$ cat config.mk
export PLATFORM = sky130hd
export DESIGN_NAME = brick_move_ctrl
export DESIGN_NICKNAME = d
export VERILOG_FILES = /design/src/rtl/brick_move_ctrl.sv
export SDC_FILE = /design/constraint.sdc
export NUM_CORES = 1
export LEC_CHECK = 0
export ABC_AREA = 1
export CORE_MARGIN = 10
export CORE_UTILIZATION = 49
export CTS_CLUSTER_DIAMETER = 50
export CTS_CLUSTER_SIZE = 40
export DETAILED_ROUTE_END_ITERATION = 7
export PLACE_DENSITY = 0.82
export SETUP_SLACK_MARGIN = 0.3
export SYNTH_ARGS = -nofsm -noshare
export SYNTH_HDL_FRONTEND = slang
export SYNTH_SLANG_ARGS = --single-unit
$ cat constraint.sdc
create_clock -name clk -period 2.4 [get_ports clk]
set_input_delay 0.36 -clock clk [delete_from_list [all_inputs] [get_ports clk]]
set_output_delay 0.36 -clock clk [all_outputs]
set_load 0.01 [all_outputs]
$ cat src/rtl/brick_move_ctrl.sv
// Move initiator for three brick piles: checks legality, then pulses moins on src and plus on dst.
// Optional build macro MOVE_COUNT_EN adds the saturating nb_moves_o counter of completed moves.
module brick_move_ctrl #(
    parameter int unsigned W    = 3,
    parameter int unsigned HMAX = 7
) (
    input  logic         clk,
    input  logic         reset,
    input  logic         req_i,
    input  logic [1:0]   src_i,
    input  logic [1:0]   dst_i,
    input  logic [W-1:0] h0_i,
    input  logic [W-1:0] h1_i,
    input  logic [W-1:0] h2_i,
    output logic [2:0]   plus_o,
    output logic [2:0]   moins_o,
    output logic         busy_o,
    output logic         done_o,
    output logic         err_o,
    output logic [1:0]   err_code_o
`ifdef MOVE_COUNT_EN
    ,
    output logic [7:0]   nb_moves_o
`endif
);

    localparam logic [2:0] StIdle  = 3'd0;
    localparam logic [2:0] StCheck = 3'd1;
    localparam logic [2:0] StTake  = 3'd2;
    localparam logic [2:0] StPut   = 3'd3;
    localparam logic [2:0] StFin   = 3'd4;

    localparam logic [1:0] ErrNone  = 2'b00;
    localparam logic [1:0] ErrIndex = 2'b01;
    localparam logic [1:0] ErrEmpty = 2'b10;
    localparam logic [1:0] ErrFull  = 2'b11;

    localparam logic [W-1:0] HMaxW = W'(HMAX);

    logic [2:0]   state_q, state_d;
    logic [1:0]   src_q, src_d;
    logic [1:0]   dst_q, dst_d;
    logic [1:0]   fault_q, fault_d;
    logic [2:0]   plus_q, plus_d;
    logic [2:0]   moins_q, moins_d;
    logic         busy_q, busy_d;
    logic         done_q, done_d;
    logic         err_q, err_d;
    logic [1:0]   err_code_q, err_code_d;

    logic [W-1:0] h_src;
    logic [W-1:0] h_dst;
    logic [1:0]   fault;

    // Height lookup through the latched indices; index 3 is rejected before it matters.
    always_comb begin
        h_src = h0_i;
        unique case (src_q)
            2'd1:    h_src = h1_i;
            2'd2:    h_src = h2_i;
            default: h_src = h0_i;
        endcase
    end

    always_comb begin
        h_dst = h0_i;
        unique case (dst_q)
            2'd1:    h_dst = h1_i;
            2'd2:    h_dst = h2_i;
            default: h_dst = h0_i;
        endcase
    end

    always_comb begin
        fault = ErrNone;
        if (src_q == 2'd3 || dst_q == 2'd3 || src_q == dst_q) begin
            fault = ErrIndex;
        end else if (h_src == '0) begin
            fault = ErrEmpty;
        end else if (h_dst >= HMaxW) begin
            fault = ErrFull;
        end
    end

    // A rejected move goes CHECK -> FIN so err lands on the same cycle slot as moins would.
    always_comb begin
        state_d    = state_q;
        src_d      = src_q;
        dst_d      = dst_q;
        fault_d    = fault_q;
        plus_d     = 3'b000;
        moins_d    = 3'b000;
        busy_d     = busy_q;
        done_d     = 1'b0;
        err_d      = 1'b0;
        err_code_d = err_code_q;

        unique case (state_q)
            StIdle: begin
                if (req_i) begin
                    src_d   = src_i;
                    dst_d   = dst_i;
                    busy_d  = 1'b1;
                    state_d = StCheck;
                end
            end
            StCheck: begin
                fault_d = fault;
                state_d = (fault == ErrNone) ? StTake : StFin;
            end
            StTake: begin
                moins_d = 3'b001 << src_q;
                state_d = StPut;
            end
            StPut: begin
                plus_d  = 3'b001 << dst_q;
                state_d = StFin;
            end
            StFin: begin
                busy_d  = 1'b0;
                state_d = StIdle;
                if (fault_q == ErrNone) begin
                    done_d     = 1'b1;
                    err_code_d = ErrNone;
                end else begin
                    err_d      = 1'b1;
                    err_code_d = fault_q;
                end
            end
            default: begin
                busy_d  = 1'b0;
                state_d = StIdle;
            end
        endcase
    end

    always_ff @(posedge clk) begin
        if (reset) begin
            state_q    <= StIdle;
            src_q      <= 2'd0;
            dst_q      <= 2'd0;
            fault_q    <= ErrNone;
            plus_q     <= 3'b000;
            moins_q    <= 3'b000;
            busy_q     <= 1'b0;
            done_q     <= 1'b0;
            err_q      <= 1'b0;
            err_code_q <= ErrNone;
        end else begin
            state_q    <= state_d;
            src_q      <= src_d;
            dst_q      <= dst_d;
            fault_q    <= fault_d;
            plus_q     <= plus_d;
            moins_q    <= moins_d;
            busy_q     <= busy_d;
            done_q     <= done_d;
            err_q      <= err_d;
            err_code_q <= err_code_d;
        end
    end

    assign plus_o     = plus_q;
    assign moins_o    = moins_q;
    assign busy_o     = busy_q;
    assign done_o     = done_q;
    assign err_o      = err_q;
    assign err_code_o = err_code_q;

`ifdef MOVE_COUNT_EN
    logic [7:0] nb_moves_q, nb_moves_d;

    always_comb begin
        nb_moves_d = nb_moves_q;
        if (done_d && nb_moves_q != 8'hFF) begin
            nb_moves_d = nb_moves_q + 8'd1;
        end
    end

    always_ff @(posedge clk) begin
        if (reset) begin
            nb_moves_q <= 8'd0;
        end else begin
            nb_moves_q <= nb_moves_d;
        end
    end

    assign nb_moves_o = nb_moves_q;
`endif

endmodule

* Word level (Yosys, flattened, before mapping)
Index checks and enable logic that the tools add are counted.
** Word-level totals
- Bits of input ports :: 16
- Register bits :: 20
- Bits in read-only memories :: 0
- Output and inout port bits :: 11
- Word-level logic and storage cells :: 54
- Bits in latches :: 0
- Memories kept :: 0
- Memory bits (writable) :: 0
** Cells by class
- Shift operators :: 2
- Add/subtract/negate cells :: 0
- Magnitude comparators :: 1
- Div/mod/pow operators :: 0
- $mul :: 0
- Reduce and logical (&&, ||, !) cells :: 12
- Equal/unequal tests :: 12
- Mux-type cells :: 13
- Bitwise operators :: 4
** Operator list (count)
- case mux 3 bit (2 select lines) :: 2
- case mux 3 bit (4 select lines) :: 1
- equality test 2 bit, second input constant :: 4
- two-way mux 2 bit :: 4
- equality test 3 x 2 -> 1 bit, second input constant :: 2
- zero test 3 bit :: 2
- two-way mux 3 bit :: 2
- OR reduction 2 bit :: 3
- << shifter 1 x 2 -> 3 bit, first input constant :: 2
- equality test 2 x 1 -> 1 bit, second input constant :: 2
- zero test 2 bit :: 2
- inverter 1 bit :: 4
- AND reduction 2 bit :: 2
- equality test 3 x 1 -> 1 bit, second input constant :: 1
- equality test 3 bit, second input constant :: 1
- >= comparator 3 bit, second input constant :: 1
- two-way mux 1 bit :: 3
- OR reduction 3 bit :: 1
- equality test 2 bit :: 1
- logical OR 1 bit :: 2
- inequality test 2 bit, second input constant :: 1
- case mux 1 bit (2 select lines) :: 1

* Longest topological paths before layout
- Word-level depth :: 9
- Depth in mapped cells :: 10
- Gate-level depth less buffers :: 10

* Worst setup path before layout
OpenSTA, ideal clock, no wires.
- Path kind :: register to register
- From :: reg src_q[0]
- To :: reg fault_q[1]
- Required time :: 2.334 ns
- Arrival :: 1.410 ns
- Clock period less this slack :: 1.476 ns
- Path slack :: 0.924 ns
- Stages on the path, launching flop included :: 10
- Setup time :: 0.066 ns
- Path buffers :: 0
- Path through :: dfxtp_1 -> inv_1 -> ha_1 -> inv_2 -> or2_0 -> nand2_1 -> nand3_2 -> nand2_2 -> nand2_2 -> a21oi_2
** On the way
- Longest elaborated chain between the ends :: 5
- Elaborated cells on any way between the ends :: 10
- Classes of those cells :: eq/ne (4); mux (3); reduce/logical (3)
** RTL lines
- start, declared :: line 41 : logic [1:0] src_q, src_d;
- start signal, assigned :: line 151 : src_q <= src_d;
- equality test 2 bit / equality test 2 x 1 -> 1 bit (equally long branches) :: line 58 : unique case (src_q)
- case mux 3 bit (2 select lines) :: line 58
- zero test 3 bit :: line 78 : end else if (h_src == '0) begin
- two-way mux 2 bit :: line 78
- two-way mux 2 bit (*) :: line 76 : if (src_q == 2'd3 || dst_q == 2'd3 || src_q == dst_q) begin
- end signal, assigned :: line 142 : fault_q <= ErrNone;
- end signal, assigned :: line 153 : fault_q <= fault_d;
- end, declared :: line 43 : logic [1:0] fault_q, fault_d;
Every way passes the cells marked *; elsewhere a longest branch is shown, timed or not.
A chain may end at the register's enable or synchronous reset.

* Worst setup path after layout
Ends and elaborated chain as after synthesis.

==> results.tsv <==
stage	metric	value	unit
grt	All-Layer GR Usage	0.111	
final_layout	fin nets	183	
setup_path	CP max stage delay	500	ps
clocking	Root Driver	clkbuf_4	
setup_path	CP arrival	1970	ps
routing	wire length per cell	12.9	um
setup_path	critical path's slowest cell	dfxtp_1	
final_layout	register area	400	um2
setup_path	CP endpoint kind	flop	
routing	drt initial violations	35	
logic_synthesis	largest cells by area after synthesis	dfxtp_1 42%, nand2_1 12%, ha_1 7.8%	
sta	Fin Setup TNS	0	ps
routing	vias	933	
clocking	post-CTS sizing	0	
placement	placed inst area	0.00126	mm2
floorplanning	FP Rows	15	
sta	period utilization	0.723	
logic_synthesis	Synthesis Warnings	0	
clocking	CTS tree	yes	
logic_synthesis	#FFs+latches synth	20	
setup_path	cell repeated most along the worst path	nand2_2	
routing	DRT Pass-1 Iters	4	
grt	vias in the first global route	856	
routing	routed wire length	2380	um
hold_path	Hold WC Path Type	reg2reg	
sta	final hold vios	0	
floorplanning	die width	64.4	um
sta	Slew HR	0.787	
run	total of max-cap violations	0	
setup_path	crit path max fanout	6	
floorplanning	IO Pins	27	
grt	first-pass GRT wire length	3770	um
routing	Routed Antenna Nets	0	
floorplanning	Die H	64.4	um
final_layout	final core utilization	0.717	
sta	Final min period	1730	ps
setup_path	CP Launch Type	flop	
pwr	total power	882	uW
routing	vias per std cell	5.04	
setup_path	crit path cell chain	inv_1, ha_1, inv_2, or2_0, nand2_1, nand3_2, nand2_2, nand2_2, a21oi_2	
logic_synthesis	EDFF count, synth	0	
final_layout	final instance area	0.00129	mm2
setup_path	Top delay family on crit path	simple AND/OR/NAND/NOR gates	
setup_path	kind of critical path	reg2reg	
final_layout	area of the multi-input gates	500	um2
setup_path	Data required, critical path	2630	ps
logic_synthesis	ys flop type	dfxtp_1	
floorplanning	die area	0.00414	mm2
clocking	cts hold-fix bufs	0	
sta	Final Worst Setup Slack	666	ps
routing	# DRC	0	
clocking	clk buf depth	2	
sta	RSZ-0062 raised after global routing	false	
setup_path	r2r setup slk	670	ps
floorplanning	Initial Util	0.535	
clocking	Clk Latency, worst-skew pair	290	ps
logic_synthesis	asr flop ratio synth	0	
sta	Final Setup Violations	0	
logic_synthesis	synthesized area	965	um2
clocking	Inserted Clock Buffers	3	
grt	grt total ovfl	0	
logic_synthesis	cells after synthesis	130	
placement	GP Congestion	0.878	
pwr	PwrDens	682	mW/mm2
placement	Place WS	710	ps
logic_synthesis	Synth area leader	dfxtp_1	
logic_synthesis	Seq/Total Area, Yosys	0.415	
sta	skew final	4.41	ps
pwr	peak supply drop	589	uV
sta	max-slew violations	0	
logic_synthesis	count of cell types in the netlist	22	
logic_synthesis	Synth top area share	0.415	
grt	largest net degree at the start of global routing	12	
placement	number of I/O port buffers	26	
setup_path	Critical path buffers and inverters	2	
final_layout	ant diodes	0	
logic_synthesis	post-synthesis net count	152	
clocking	Setup Fix Bufs, Post-CTS	0	
final_layout	# fillers	162	
placement	DP HPWL	2050	um
final_layout	area grow syn2layout	34.0	%
pwr	P_leak	0.576	nW
sta	Slew @ Worst Pin	318	ps
clocking	H-tree depth	1	
status	outcome	finished, final reports clean	
clocking	Clk pin slew, worst setup/hold paths	100	ps
clocking	Num Clock Sinks	20	
sta	Max Clock Freq	577	MHz
logic_synthesis	average cell area after synthesis	7.42	um2
final_layout	layout cells sized above 1	0.131	
floorplanning	core box area	0.00180	mm2
grt	initial antenna violation count	0	
==> flip-flops by register name (all words and copies together), names as in the netlist <==
name        cells
busy_o          1
done_o          1
dst_q           2
err_code_o      2
err_o           1
fault_q         2
moins_o         3
plus_o          3
src_q           2
state_q         3
==> layer usage <==
| layer | global-route usage | up-vias | share of wire |
|---|---|---|---|
| li1 | - | 480 | - |
| met1 | 0.122 | 427 | 0.43 |
| met2 | 0.190 | 18 | 0.50 |
| met3 | 0.0418 | 8 | 0.049 |
| met4 | 0.0401 | 0 | 0.022 |
| met5 | 0 | - | 0 |
==> cell families after synthesis <==
logic type                 share of synthesized area
buffers and inverters                         0.0662
xor gates and xnor gates                     0.00908
DFF                                            0.415
AOI/OAI and AO/OA                              0.127
and+or+nand+nor                                0.305
adders and majority gates                     0.0778
==> worst register-to-register path, delay by kind of cell, from the launching register on <==
| kind | cells | cell delay (ps) |
|---|---|---|
| flops | 1 | 500 |
| compound gates | 1 | 100 |
| fa+ha+maj | 1 | 350 |
| buf+inv | 2 | 210 |
| simple gates | 5 | 510 |
==> path summary, 6_finish.rpt <==
check                           startpoint    endpoint  cells past startpoint
worst min-delay path            state_q[0]  state_q[0]                      1
worst min register to register  state_q[0]  state_q[0]                      1
worst max register to register    src_q[0]  fault_q[1]                      9
worst max-delay path              src_q[0]  fault_q[1]                      9
==> synthesized netlist by cell type, types with 2 or more instances <==
cell type,number
o21ai_0,9
nand2_1,30
nand3_1,6
inv_1,10
inv_2,7
nor3_1,4
nand4_1,2
nand2_2,4
nor2_1,13
a21oi_1,8
ha_1,6
dfxtp_1,20
nor2_2,2
==> power by group <==
group	internal [mW]	total, mW	switching [mW]
Sequential	0.367	0.407	0.0407
Combinational	0.123	0.290	0.166
Clock	0.0925	0.185	0.0923
Total	0.582	0.882	0.299
==> area by class of cell <==
cell class,count,area share
clock buffer,4,0.0281
inverter,17,0.0494
multi-input combinational,93,0.387
sequential,20,0.310
tap,25,0.0242
timing repair buffer,26,0.201
==> cell usage in the layout (no fill, tap or decap) <==
| cell | instances |
|---|---|
| nand3_2 | 1 |
| clkbuf_8 | 1 |
| nor4_1 | 1 |
| clkdlybuf4s50_1 | 26 |
| nand3_1 | 6 |
| nand2_2 | 4 |
| ha_1 | 6 |
| a21oi_4 | 1 |
| nor3_2 | 1 |
| nand4_1 | 2 |
| inv_2 | 7 |
| a21oi_1 | 8 |
| a21oi_2 | 1 |
| inv_1 | 10 |
| a21boi_1 | 1 |
| o21ai_0 | 9 |
| nor3_1 | 4 |
| o21ai_1 | 1 |
| or2_0 | 1 |
| nor2_2 | 2 |
| clkbuf_4 | 3 |
| xnor2_1 | 1 |
| nor2_1 | 13 |
| dfxtp_1 | 20 |
| nand2_1 | 30 |
==> through the flow <==
stage	hold slack, ps	cells
floorplan	429	130
global placement	449	181
detailed placement	462	181
CTS	486	185
global route	501	185
finish	482	185
Power figures use the tool's default switching activity.
==> variant 1 (same flow settings) <==
Change the parameter `HMAX` from 7 to 3.
--- a/src/rtl/brick_move_ctrl.sv
+++ b/src/rtl/brick_move_ctrl.sv
@@ -3,5 +3,5 @@
 module brick_move_ctrl #(
     parameter int unsigned W    = 3,
-    parameter int unsigned HMAX = 7
+    parameter int unsigned HMAX = 3
 ) (
     input  logic         clk,
Behaviour: not the same (Yosys sat finds a counterexample within 4 cycles, from zero or initial values and one cycle with reset high).
==> variant 1 against the original RTL <==
First-iteration DRC count is 2.9% lower; combinational power fell by 7.9%; sequential cell count unchanged; power shrank 7.7%; worst setup slack got worse by 0.011 ns; wire length increased by 1.8%; synthesized area is 1.7% lower; design area down 2.3%; cell count fell by 5.4%; largest cell class unchanged; highest routed layer unchanged.
==> variant 1: results (changes against the original RTL) <==
Outcome
  – Outcome: completed (unchanged)

Finish
  – Share of cells above drive strength 1: 11.3% (was 13.1%)
  – Multi-input gates: 87 (was 93)
  – Non-clk buf share: 20.6% (was 20.1%)
  – Multi-input combinational area share: 39.1% (was 38.7%)
  – Clock buf/inv share: 1.78% (was 2.81%)
  – Synthesis-to-layout area growth: 33.1% (was 34.0%)
  – Seq cells: 20 (unchanged)
  – Clock buffer count: 3 (was 4)
  – Non-CTS inverters: 14 (was 17)
  – Fillcell total: 140 (was 162)

Synthesis
  – Register area share after synthesis: 42.2% (was 41.5%)
  – Distinct cells, synth: 24 (was 22)
  – Largest cells by area after synthesis: dfxtp_1 42%, nand2_1 9.5%, ha_1 7.9% (was dfxtp_1 42%, nand2_1 12%, ha_1 7.8%)
  – Net Count, Synth: 143 (was 152)
  – Leading cell types by count after synthesis: 24 x nand2_1, 20 x dfxtp_1, 13 x nor2_1 (was 30 x nand2_1, 20 x dfxtp_1, 13 x nor2_1)
  – Mapped Cells: 121 (was 130)

Drt
  – DR iter-0 viols: 34 (was 35)
  – Routed length per placed instance: 13.9 um (was 12.9 um)
  – Router iterations before antenna repair: 5 (was 4)

Setup path
  – RR Endpoint: state_q[2]$_SDFFE_PP0P_ (was fault_q[1]$_SDFFE_PP0P_)
  – CP delay by family, top: flip-flops (was simple AND/OR/NAND/NOR gates)

Power and ir drop
  – Leakage power: 0.521 nW (was 0.576 nW)

Floorplan
  – Horiz. Die Dim: 64.0 um (was 64.4 um)

STA
  – Fin crit share: 72.7% (was 72.3%)
  – Hold_ws: 0.464 ns (was 0.482 ns)
  – Clk_skew: 0.00879 ns (was 0.00441 ns)
  – Worst Tran Pin Value: 0.311 ns (was 0.318 ns)

Place
  – Final HPWL DP: 1960 um (was 2050 um)
  – Placed Cells: 172 (was 181)
  – GP Congestion: 0.853 (was 0.878)
  – Dpl ws: 0.702 ns (was 0.710 ns)

GRT
  – Total Routing Usage GR: 12.6% (was 11.1%)
  – Vias in the first global route: 915 (was 856)
-- variant 1: cell count changes after synthesis, moves of 2 or more --
cell / unedited run / this run
nor3_1: 4 / 1
o21ai_0: 9 / 7
inv_1: 10 / 7
nand2_1: 30 / 24
nand2_2: 4 / 0
o21ai_1: 1 / 5
nand3_1: 6 / 9
-- variant 1: power groups by stage --
stage	clock network [W]	registers, W	logic (W)
global placement	0	0.000398	0.000253
global route	0.000169	0.000398	0.000296
floorplan	0	0.000397	0.000177
finish	0.000154	0.000393	0.000267
detailed placement	0	0.000400	0.000264
CTS	0.000158	0.000393	0.000266
-- variant 1: worst min-delay path by stage --
stage,from,to
finish,state_q[0]$_SDFFE_PP0P_,state_q[0]$_SDFFE_PP0P_
global route,state_q[0]$_SDFFE_PP0P_,state_q[0]$_SDFFE_PP0P_
CTS,state_q[0]$_SDFFE_PP0P_,state_q[0]$_SDFFE_PP0P_
detailed placement,state_q[0]$_SDFFE_PP0P_,state_q[0]$_SDFFE_PP0P_
global placement,busy_o$_SDFFE_PP0P_,busy_o$_SDFFE_PP0P_
floorplan,state_q[0]$_SDFFE_PP0P_,state_q[0]$_SDFFE_PP0P_
-- variant 1: per-layer routing --
metal  vias up  routed length [um]  part of all wire, %  GRT usage (%)
li1        462                   -                    -              -
met2        25                1260                   52           22.5
met1       406                 986                   41           13.9
met4         0                  25                  1.0           1.64
met5         -                   0                    0              0
met3         6                 158                  6.5           5.40
-- variant 1: cell families after synthesis --
kind of cell             count (synthesis)  synth area share (%)
AO/OA/AOI/OAI                           22                  13.6
multiplexers                             1                  1.06
buffers and inverters                   14                  5.67
XOR/XNOR                                 2                  1.85
AND/OR/NAND/NOR                         56                  27.7
adder cells (fa/ha/maj)                  6                  7.92
flip-flops                              20                  42.2
==> variant 2 (same flow settings) <==
Without the edit above. Put one more register stage on the output `err_o`, without a reset. The value now appears one clock later. The other outputs are not delayed to match.
--- a/src/rtl/brick_move_ctrl.sv
+++ b/src/rtl/brick_move_ctrl.sv
@@ -165,5 +165,7 @@
     assign busy_o     = busy_q;
     assign done_o     = done_q;
-    assign err_o      = err_q;
+    always_ff @(posedge clk) begin
+        err_o <= err_q;
+    end
     assign err_code_o = err_code_q;
 
Behaviour: not the same (a bounded check fails within 4 cycles, from zero or initial values and one cycle with reset high).
==> variant 2 against the original RTL <==
Wire length up 4.5%; sequential cell count up 1; synthesized area rose by 1.6%; design area is 0.68% higher; worst setup slack got worse by 0.039 ns; power is 0.47% lower; first-iteration DRC count shrank 29%; worst hold slack lost 0.14 ns; largest cell class unchanged.
==> variant 2: results (changes against the original RTL) <==
Clocking
  – H-tree levels: 1 (unchanged)
  – Worst-skew pair later-pin latency: 0.31 ns (was 0.29 ns)
  – Worst-path clk slew: 0.11 ns
  – Root Driver: clkbuf_4 (unchanged)
  – CTS Buffer Depth: 2 (unchanged)
  – Post-CTS Setup Bufs: 0 (unchanged)
  – Post-CTS sizing: 0 (unchanged)

Place
  – Placed Cells: 184 (was 181)
  – IO Port Bufs: 26 (unchanged)
  – GP Congestion: 0.771 (was 0.878)
  – Final HPWL DP: 2090 um (was 2050 um)

Synthesis
  – Adder-cell share of the synthesized area: 7.66% (was 7.78%)
  – Net Count, Synth: 153 (was 152)
  – Distinct cells, synth: 22 (unchanged)
  – Xor-xnor portion of the synthesized cell area: 0.894% (was 0.908%)
  – Register area share after synthesis: 42.9% (was 41.5%)
  – Largest cells by area after synthesis: dfxtp_1 43%, nand2_1 12%, ha_1 7.7% (was dfxtp_1 42%, nand2_1 12%, ha_1 7.8%)
  – Synth Area in Compound Gates: 12.5% (was 12.7%)
  – Predominant post-synthesis flop cell: dfxtp_1 (unchanged)
  – Leading cell types by count after synthesis: 31 x nand2_1, 21 x dfxtp_1, 14 x inv_1, 14 x nor2_1, 9 x o21ai_0 (was 30 x nand2_1, 20 x dfxtp_1, 13 x nor2_1)
  – Mapped Cells: 131 (was 130)
  – Mux cell area share after synthesis: 0% (unchanged)
  – Async set or reset register ratio after synthesis: 0% (unchanged)

Power and ir drop
  – VDD IR max: 0.000480 V (was 0.000589 V)
  – Seq power: 0.000423 W (was 0.000407 W)
  – Power Clock: 0.000165 W (was 0.000185 W)
  – Int Pwr: 0.000568 W (was 0.000582 W)
  – Leakage power: 0.584 nW (was 0.576 nW)

Finish
  – Share of cells above drive strength 1: 9.32% (was 13.1%)
  – Diode count: 0 (unchanged)
  – Fillcell total: 175 (was 162)

Drt
  – DR vias: 952 (was 933)
  – Vias per inst: 5.06 (was 5.04)
  – Routed length per placed instance: 13.2 um (was 12.9 um)
  – DR iter-0 viols: 25 (was 35)
  – Router iterations before antenna repair: 4 (unchanged)

GRT
  – M3 GR Usage: 4.98% (was 4.18%)
  – First-pass GRT wire length: 4060 um (was 3770 um)
  – Met1 Use GR: 11.8% (was 12.2%)
  – Met2 Usage GRT: 21.4% (was 19.0%)
  – Largest net degree at the start of global routing: 13 (was 12)
  – Vias in the first global route: 929 (was 856)
  – Initial antenna violation count: 0 (unchanged)
  – Total Routing Usage GR: 11.7% (was 11.1%)

Min path
  – HP Class: reg2reg (unchanged)
  – Hold Path Cell Cnt: 0 (was 1)

STA
  – Rel. slew slack: 77.0% (was 78.7%)
  – Max-slew violations: 0 (unchanged)
  – Clk_skew: 0.00970 ns (was 0.00441 ns)

Setup path
  – Reg-to-reg slack, setup: 0.63 ns (was 0.67 ns)
  – Worst Path Max Fanout: 6 (unchanged)
  – Arrival @ worst endpoint: 2.01 ns (was 1.97 ns)
  – R2R cell count: 9 (unchanged)

Outcome
  – Outcome: completed (unchanged)
[variant 2: logic make-up after synthesis]
logic type                 count (synthesis)
AOI/OAI and AO/OA                         21
xor gates and xnor gates                   1
adders and majority gates                  6
buffers and inverters                     17
DFF                                       21
and+or+nand+nor                           65
[variant 2: cell type report]
type / instances / area [um^2] / share of cell area, %
timing repair buffer: 26 / 260 / 20.0
sequential: 21 / 420 / 32.3
clock buffer: 3 / 22.5 / 1.73
multi-input combinational: 93 / 495 / 38.1
inverter: 17 / 63.8 / 4.90
clock inverter: 1 / 5.00 / 0.385
tap: 27 / 33.8 / 2.60
[variant 2: routing by layer]
layer	routed length [um]	share of wire (%)
met5	0	0
met3	113	4.5
met2	1350	54
met4	46	1.8
met1	976	39
[variant 2: worst max-delay path: stages (launching register included)]
cell and delay [ns]:
dfxtp_1 0.50, inv_1 0.13, ha_1 0.37, inv_2 0.07, or2_0 0.20, nand2_1 0.08
nand3_2 0.10, nand2_2 0.09, nand2_2 0.05, a21oi_2 0.11
[variant 2: worst paths after layout]
kind | from | endpoint
setup / recovery | src_q[0]$_SDFFE_PP0P_ | fault_q[1]$_SDFFE_PP0P_
hold / removal | err_q$_SDFF_PP0_ | err_o$_DFF_P_
setup reg to reg | src_q[0]$_SDFFE_PP0P_ | fault_q[1]$_SDFFE_PP0P_
hold reg to reg | err_q$_SDFF_PP0_ | err_o$_DFF_P_
[variant 2: per-stage QoR]
stage	hold slack [ns]	area [um^2]	setup WS (ns)	power, W
after floorplan	0.310	980	0.924	0.000618
after global placement	0.312	1270	0.734	0.000706
after detailed placement	0.315	1270	0.650	0.000721
after CTS	0.341	1300	0.614	0.000886
after global routing	0.344	1300	0.514	0.000935
final	0.337	1300	0.626	0.000878
